==> src/rtl/audio_sample_buffer_pkg.sv <==
// Shared constants for the audio playback path: clock/sample-rate derived tick divider,
// FIFO sizing and the idle (midscale) sample value.
package audio_sample_buffer_pkg;

  localparam int unsigned CLK_40_HZ         = 40_000_000;
  localparam int unsigned AUDIO_SAMPLE_RATE = 8_000;
  localparam int unsigned AUDIO_TICK_DIV    = CLK_40_HZ / AUDIO_SAMPLE_RATE;
  localparam int unsigned AUDIO_DATA_W      = 8;
  localparam int unsigned AUDIO_FIFO_DEPTH  = 256;
  localparam int unsigned AUDIO_LOW_WATER   = 64;
  localparam logic [7:0]  AUDIO_IDLE_SAMPLE = 8'h80;

  // Saturating 16-bit increment for event counters.
  function automatic logic [15:0] sat_inc16(input logic [15:0] v);
    return (v == 16'hFFFF) ? v : v + 16'd1;
  endfunction

endpackage

==> src/rtl/audio_sample_buffer_sync_fifo.sv <==
// Single-clock FIFO with registered read data. A write into a full FIFO is still accepted
// when a read happens in the same cycle; otherwise it is dropped and flagged on wr_drop_o.
module audio_sample_buffer_sync_fifo #(
  parameter int unsigned DATA_W = 8,
  parameter int unsigned DEPTH  = 256
) (
  input  logic                     clk_i,
  input  logic                     rst_i,
  input  logic                     wr_en_i,
  input  logic [DATA_W-1:0]        wr_data_i,
  input  logic                     rd_en_i,
  output logic [DATA_W-1:0]        rd_data_o,
  output logic [$clog2(DEPTH):0]   level_o,
  output logic                     full_o,
  output logic                     empty_o,
  output logic                     wr_drop_o
);

  localparam int unsigned ADDR_W = $clog2(DEPTH);
  localparam logic [ADDR_W:0] FullLvl = (ADDR_W+1)'(DEPTH);

  logic [DATA_W-1:0] mem_q [DEPTH];
  logic [ADDR_W-1:0] wr_ptr_q, rd_ptr_q;
  logic [ADDR_W:0]   level_q, level_d;
  logic [DATA_W-1:0] rd_data_q;
  logic              rd_ok, wr_ok;

  assign full_o    = (level_q == FullLvl);
  assign empty_o   = (level_q == '0);
  assign rd_ok     = rd_en_i && !empty_o;
  assign wr_ok     = wr_en_i && (!full_o || rd_ok);
  assign wr_drop_o = wr_en_i && !wr_ok;
  assign level_o   = level_q;
  assign rd_data_o = rd_data_q;

  // Level tracks accepted writes minus reads; simultaneous write and read cancel.
  always_comb begin
    level_d = level_q;
    if (wr_ok && !rd_ok) begin
      level_d = level_q + (ADDR_W+1)'(1);
    end else if (!wr_ok && rd_ok) begin
      level_d = level_q - (ADDR_W+1)'(1);
    end
  end

  // Storage array; no reset needed since level gates every read.
  always_ff @(posedge clk_i) begin
    if (wr_ok) begin
      mem_q[wr_ptr_q] <= wr_data_i;
    end
  end

  // Pointers wrap modulo DEPTH; read data is captured before a same-cycle overwrite.
  always_ff @(posedge clk_i or posedge rst_i) begin
    if (rst_i) begin
      wr_ptr_q  <= '0;
      rd_ptr_q  <= '0;
      level_q   <= '0;
      rd_data_q <= '0;
    end else begin
      level_q <= level_d;
      if (wr_ok) begin
        wr_ptr_q <= wr_ptr_q + ADDR_W'(1);
      end
      if (rd_ok) begin
        rd_ptr_q  <= rd_ptr_q + ADDR_W'(1);
        rd_data_q <= mem_q[rd_ptr_q];
      end
    end
  end

endmodule

==> src/rtl/audio_sample_buffer.sv <==
// Audio sample buffer: deserializes MSB-first payload bits into samples, buffers them,
// plays one sample per tick and drives a 1-bit PWM output plus FIFO status.
module audio_sample_buffer
  import audio_sample_buffer_pkg::*;
#(
  parameter int unsigned       DATA_W      = AUDIO_DATA_W,
  parameter int unsigned       DEPTH       = AUDIO_FIFO_DEPTH,
  parameter int unsigned       TICK_DIV    = AUDIO_TICK_DIV,
  parameter int unsigned       LOW_WATER   = AUDIO_LOW_WATER,
  parameter logic [DATA_W-1:0] IDLE_SAMPLE = DATA_W'(AUDIO_IDLE_SAMPLE)
) (
  input  logic                   CLK_40,
  input  logic                   reset,
  input  logic                   data_clk_rising_edge,
  input  logic                   audio_data_ready,
  input  logic                   received_bit,
  input  logic                   play_en,
  output logic [DATA_W-1:0]      sample_out,
  output logic                   sample_valid,
  output logic                   audio_pwm,
  output logic [$clog2(DEPTH):0] fifo_level,
  output logic                   fifo_full,
  output logic                   fifo_empty,
  output logic                   req_more,
  output logic                   overflow,
  output logic [15:0]            underrun_cnt
);

  localparam int unsigned ADDR_W = $clog2(DEPTH);
  localparam int unsigned CNT_W  = $clog2(DATA_W);
  localparam int unsigned TICK_W = $clog2(TICK_DIV);

  logic [DATA_W-1:0] shift_q, shift_d, byte_data;
  logic [CNT_W-1:0]  bit_cnt_q, bit_cnt_d;
  logic              byte_done;
  logic [TICK_W-1:0] tick_cnt_q, tick_cnt_d;
  logic              tick, rd_req, underrun;
  logic              show_fifo_q, show_fifo_d;
  logic              sample_valid_q, overflow_q, audio_pwm_q;
  logic [15:0]       underrun_q, underrun_d;
  logic [DATA_W-1:0] pwm_cnt_q;
  logic [DATA_W-1:0] fifo_rd_data;
  logic [ADDR_W:0]   fifo_lvl;
  logic              fifo_full_w, fifo_empty_w, wr_drop;

  assign byte_data = {shift_q[DATA_W-2:0], received_bit};

  // Deserializer: any cycle without audio_data_ready discards the partial sample.
  always_comb begin
    shift_d   = shift_q;
    bit_cnt_d = bit_cnt_q;
    byte_done = 1'b0;
    if (!audio_data_ready) begin
      bit_cnt_d = '0;
    end else if (data_clk_rising_edge) begin
      shift_d = byte_data;
      if (bit_cnt_q == CNT_W'(DATA_W - 1)) begin
        byte_done = 1'b1;
        bit_cnt_d = '0;
      end else begin
        bit_cnt_d = bit_cnt_q + CNT_W'(1);
      end
    end
  end

  // Sample-rate tick; counter parks at zero while paused so the first tick is a full period out.
  always_comb begin
    tick       = play_en && (tick_cnt_q == TICK_W'(TICK_DIV - 1));
    tick_cnt_d = (!play_en || tick) ? '0 : tick_cnt_q + TICK_W'(1);
  end

  // Playback selection: a pop shows FIFO read data, an underrun shows the idle sample.
  always_comb begin
    rd_req      = tick && !fifo_empty_w;
    underrun    = tick && fifo_empty_w;
    show_fifo_d = show_fifo_q;
    if (rd_req) begin
      show_fifo_d = 1'b1;
    end else if (underrun) begin
      show_fifo_d = 1'b0;
    end
    underrun_d = underrun ? sat_inc16(underrun_q) : underrun_q;
  end

  audio_sample_buffer_sync_fifo #(
    .DATA_W (DATA_W),
    .DEPTH  (DEPTH)
  ) u_fifo (
    .clk_i     (CLK_40),
    .rst_i     (reset),
    .wr_en_i   (byte_done),
    .wr_data_i (byte_data),
    .rd_en_i   (rd_req),
    .rd_data_o (fifo_rd_data),
    .level_o   (fifo_lvl),
    .full_o    (fifo_full_w),
    .empty_o   (fifo_empty_w),
    .wr_drop_o (wr_drop)
  );

  // State registers for deserializer, tick, playback status and PWM.
  always_ff @(posedge CLK_40 or posedge reset) begin
    if (reset) begin
      shift_q        <= '0;
      bit_cnt_q      <= '0;
      tick_cnt_q     <= '0;
      show_fifo_q    <= 1'b0;
      sample_valid_q <= 1'b0;
      overflow_q     <= 1'b0;
      underrun_q     <= '0;
      pwm_cnt_q      <= '0;
      audio_pwm_q    <= 1'b0;
    end else begin
      shift_q        <= shift_d;
      bit_cnt_q      <= bit_cnt_d;
      tick_cnt_q     <= tick_cnt_d;
      show_fifo_q    <= show_fifo_d;
      sample_valid_q <= tick;
      overflow_q     <= overflow_q | wr_drop;
      underrun_q     <= underrun_d;
      pwm_cnt_q      <= pwm_cnt_q + DATA_W'(1);
      audio_pwm_q    <= (pwm_cnt_q < sample_out);
    end
  end

  // sample_out is a pure function of registers, so reset forces the idle value at once.
  assign sample_out   = show_fifo_q ? fifo_rd_data : IDLE_SAMPLE;
  assign sample_valid = sample_valid_q;
  assign audio_pwm    = audio_pwm_q;
  assign fifo_level   = fifo_lvl;
  assign fifo_full    = fifo_full_w;
  assign fifo_empty   = fifo_empty_w;
  assign req_more     = (fifo_lvl < (ADDR_W+1)'(LOW_WATER));
  assign overflow     = overflow_q;
  assign underrun_cnt = underrun_q;

endmodule

==> config.mk <==
export PLATFORM = sky130hd
export DESIGN_NAME = audio_sample_buffer
export DESIGN_NICKNAME = d
export VERILOG_FILES = /design/src/rtl/audio_sample_buffer_pkg.sv /design/src/rtl/audio_sample_buffer_sync_fifo.sv /design/src/rtl/audio_sample_buffer.sv
export SDC_FILE = /design/constraint.sdc
export NUM_CORES = 2
export LEC_CHECK = 0
export CORE_MARGIN = 2
export CORE_UTILIZATION = 42
export DETAILED_ROUTE_END_ITERATION = 10
export PLACE_DENSITY = 0.58
export SKIP_CTS_REPAIR_TIMING = 1
export SLEW_MARGIN = 30
export SYNTH_ARGS = -nofsm -noshare
export SYNTH_HDL_FRONTEND = slang
export SYNTH_HIERARCHICAL = 1
export SYNTH_SLANG_ARGS = --single-unit
export TNS_END_PERCENT = 20
==> constraint.sdc <==
create_clock -name CLK_40 -period 9.45 [get_ports CLK_40]
set_input_delay 1.89 -clock CLK_40 [delete_from_list [all_inputs] [get_ports CLK_40]]
set_output_delay 1.89 -clock CLK_40 [all_outputs]
set_load 0.02 [all_outputs]
==> impl_results.md <==
* Max-cap violations at 0
* Crit start category: input port
* CP Cell Sequence: clkdlybuf4s50_1 > nand2_1 > nor2_1 > inv_1 > a31oi_2 > inv_1 > ha_1 > inv_1 > ha_1 > a21o_1 > a21oi_1 > o21bai_1 > a2111o_1 > and3_1 > o21bai_1 > xnor2_1
* RD Place Congestion at 0.871
* Initial core utilization at 0.424
* Fin nets at 4205
* Crit path DAT at 6.65 ns
* Pins Over Slew Limit at 0
* Vias at 42100
* Die H at 451 um
* Hold Crit Start: tick_cnt_q[0]
* Fillers at 16200
* Boundary Pins at 45
* Worst Hold Depth at 1
* Critical path peak fanout at 12
* Leak at 28.9 nW
* Slew HR at 0.289
* H-tree Lvls at 4
* Initial antenna violation count at 9
* DR vias/cell at 6.01
* Iter 0 DRT Violations at 5258
* Cell Pwr Density at 222 nW/um2
* Vias in the first global route at 41800
* Post-synth cell types at 76
* Pin count of the biggest net entering global routing at 145
* Async SR Flop Fraction at 0.0394
* DIE WIDTH at 451 um
* Mapped Cells at 4051
* CP Buf/Inv Count at 4
* Worst skew pair latency at 0.86 ns
* Non-filler instance count after layout at 6996
* Mapped cell area at 83800 um2
* Ys flop type: edfxtp_1
* Crit end category: flip-flop
* Part of the cycle the worst path needs at 0.623
* Register area share after synthesis at 0.759
* Hold-critical path endpoint: tick_cnt_q[0]
* Yosys warnings at 6
* Fmax at 170 MHz
* Post-DP HPWL at 138000 um
* CP Data Required Time at 10.21 ns
* Die footprint at 203000 um2
* Reg2Reg Depth at 17
* Synth area leader: edfxtp_1
* Peak supply drop at 159 uV
* Routed WL at 230000 um
* CTS Buf Count at 212
* Endpoints failing setup at 0
* Worst-Margin Slew at 1.06 ns
* # port buffers at 44
* EDFF count, synth at 2048
* Delay-heaviest family, CP: compound AO/OA/AOI/OAI gates
* FF+latch count, synth at 2132
* RSZ-0062 raised after global routing: false
* Minimum clock period at 5.89 ns
* GRT overflow at 0
* Drt first pass iters at 6
* First-pass GRT wire length at 328000 um
* Post-Route Setup TNS at 0 ns
* Syn Area/Cell at 20.7 um2
* Most used cell along the critical path: inv_1
* Area grow syn2layout at 12.3%
* Total area of sequential cells at 63600 um2
* Multi-input gate area at 18800 um2
* R2r setup slk at 3.94 ns
* Slowest-stage cell, CP: a31oi_2
* Row Count at 163
* Core region area at 198000 um2
* Kind of critical path: input port to flip-flop
* Critical R2R Capture: u_fifo/level_o[8]
* Per-cell routed wire length at 32.9 um
* Total chip power at 0.0209 W
* Clk root buf: clkbuf_16
* Total track usage at 0.226
* Placed Cells incl. Taps at 6599
* # DRC at 0
* Reg-to-reg startpoint: tick_cnt_q[5]
* CTS Sinks at 2132
* Synth area leaders: edfxtp_1, mux4_2, dfrtp_1, mux2i_1, nor2_1
* Layout cells sized above 1 at 0.229
* Synthesized net count at 4083
* Slowest stage delay, CP at 0.71 ns
* Fin. Hold Viols at 0
* Clock Path Buffers at 3
* CTS tree: built
* Reg clk slew, reported paths at 0.06 ns
* Min-Delay Path Class: flip-flop to flip-flop
* Area share of the leading cell type in the synthesized netlist at 0.734
* Layout Skew at 0.0406 ns
* Post-route ant nets at 0
* Status: completed
## where the power goes
part           switching (W)  leakage [nW]  internal, W
combinational        0.00101          5.96    0.0000765
clock                0.00363          3.39      0.00479
sequential          0.000192          19.6       0.0112
total                0.00483          28.9       0.0161
## cell type report
type,count,area share
Multi-Input combinational cell,1655,0.200
Inverter,33,0.00142
Tap cell,2640,0.0351
Clock buffer,265,0.0598
Timing Repair Buffer,139,0.0137
Antenna cell,1,0.0000266
Clock inverter,131,0.0142
Sequential cell,2132,0.676
## per-stage QoR
step / hold slack (ns) / cell area [um2] / utilization / setup slack [ns]
2_1_floorplan: 0.433 / 83800 / - / 4.59
3_3_place_gp: 0.444 / 87100 / 0.440 / 2.79
3_5_place_dp: 0.454 / 87100 / 0.441 / 2.85
4_1_cts: 0.461 / 94100 / 0.476 / 3.74
5_1_grt: 0.492 / 94100 / 0.476 / 3.31
6_report: 0.468 / 94100 / 0.476 / 3.56
## synthesized netlist by cell type, drive strengths merged (23+ instances only)
cell and instances:
mux2i 156, xnor2 29, nor2 322, nand2 138, edfxtp 2048, xor2 23
a21oi 54, clkbuf 87, a22oi 43, dfrtp 84, ha 25, nand3 37
mux4 511, o21ai 40, inv 30, nor3 23, buf 144
## cell usage in the layout (no fill, tap or decap), types with 40 or more instances in the layout
master / count
clkbuf_1: 45
mux2i_1: 156
clkbuf_16: 216
clkdlybuf4s50_1: 43
nand2_1: 126
mux4_2: 511
dfrtp_1: 72
clkinv_1: 40
clkinv_2: 41
nor2_1: 304
buf_4: 84
edfxtp_1: 2048
a21oi_1: 54
a22oi_1: 43
## logic make-up after synthesis
logic type | after synthesis | share of synthesized area
simple gates | 612 | 0.0320
mux | 680 | 0.158
buf+inv | 264 | 0.0182
flops | 2132 | 0.759
xor+xnor | 52 | 0.00544
compound gates | 285 | 0.0236
fa+ha+maj | 26 | 0.00397
## worst max path at each step
stage                         start  cells past startpoint                 to
2_1_floorplan  data_clk_rising_edge                     15  u_fifo/level_o[8]
3_3_place_gp                play_en                     16  u_fifo/level_o[8]
3_5_place_dp                play_en                     16  u_fifo/level_o[8]
4_1_cts                     play_en                     16  u_fifo/level_o[8]
5_1_grt                     play_en                     16  u_fifo/level_o[8]
6_report                    play_en                     16  u_fifo/level_o[8]
## metal layers
metal	vias up	global-route usage	share of wire
met5	-	0	0.000048
met3	337	0.0470	0.090
met2	2118	0.347	0.47
met1	22700	0.328	0.41
met4	2	0.0670	0.028
li1	16900	-	-
## sequential cells by signal, summed over array words and instances, names as in the netlist
signal,count
u_fifo/mem_q,2048
underrun_cnt,16
tick_cnt_q,13
u_fifo/level_o,9
pwm_cnt_q,8
u_fifo/rd_data_o,8
u_fifo/rd_ptr_q,8
u_fifo/wr_ptr_q,8
shift_q,7
bit_cnt_q,3
audio_pwm,1
overflow,1
sample_valid,1
show_fifo_q,1
Note: power is estimated with default switching activity, not from simulation.
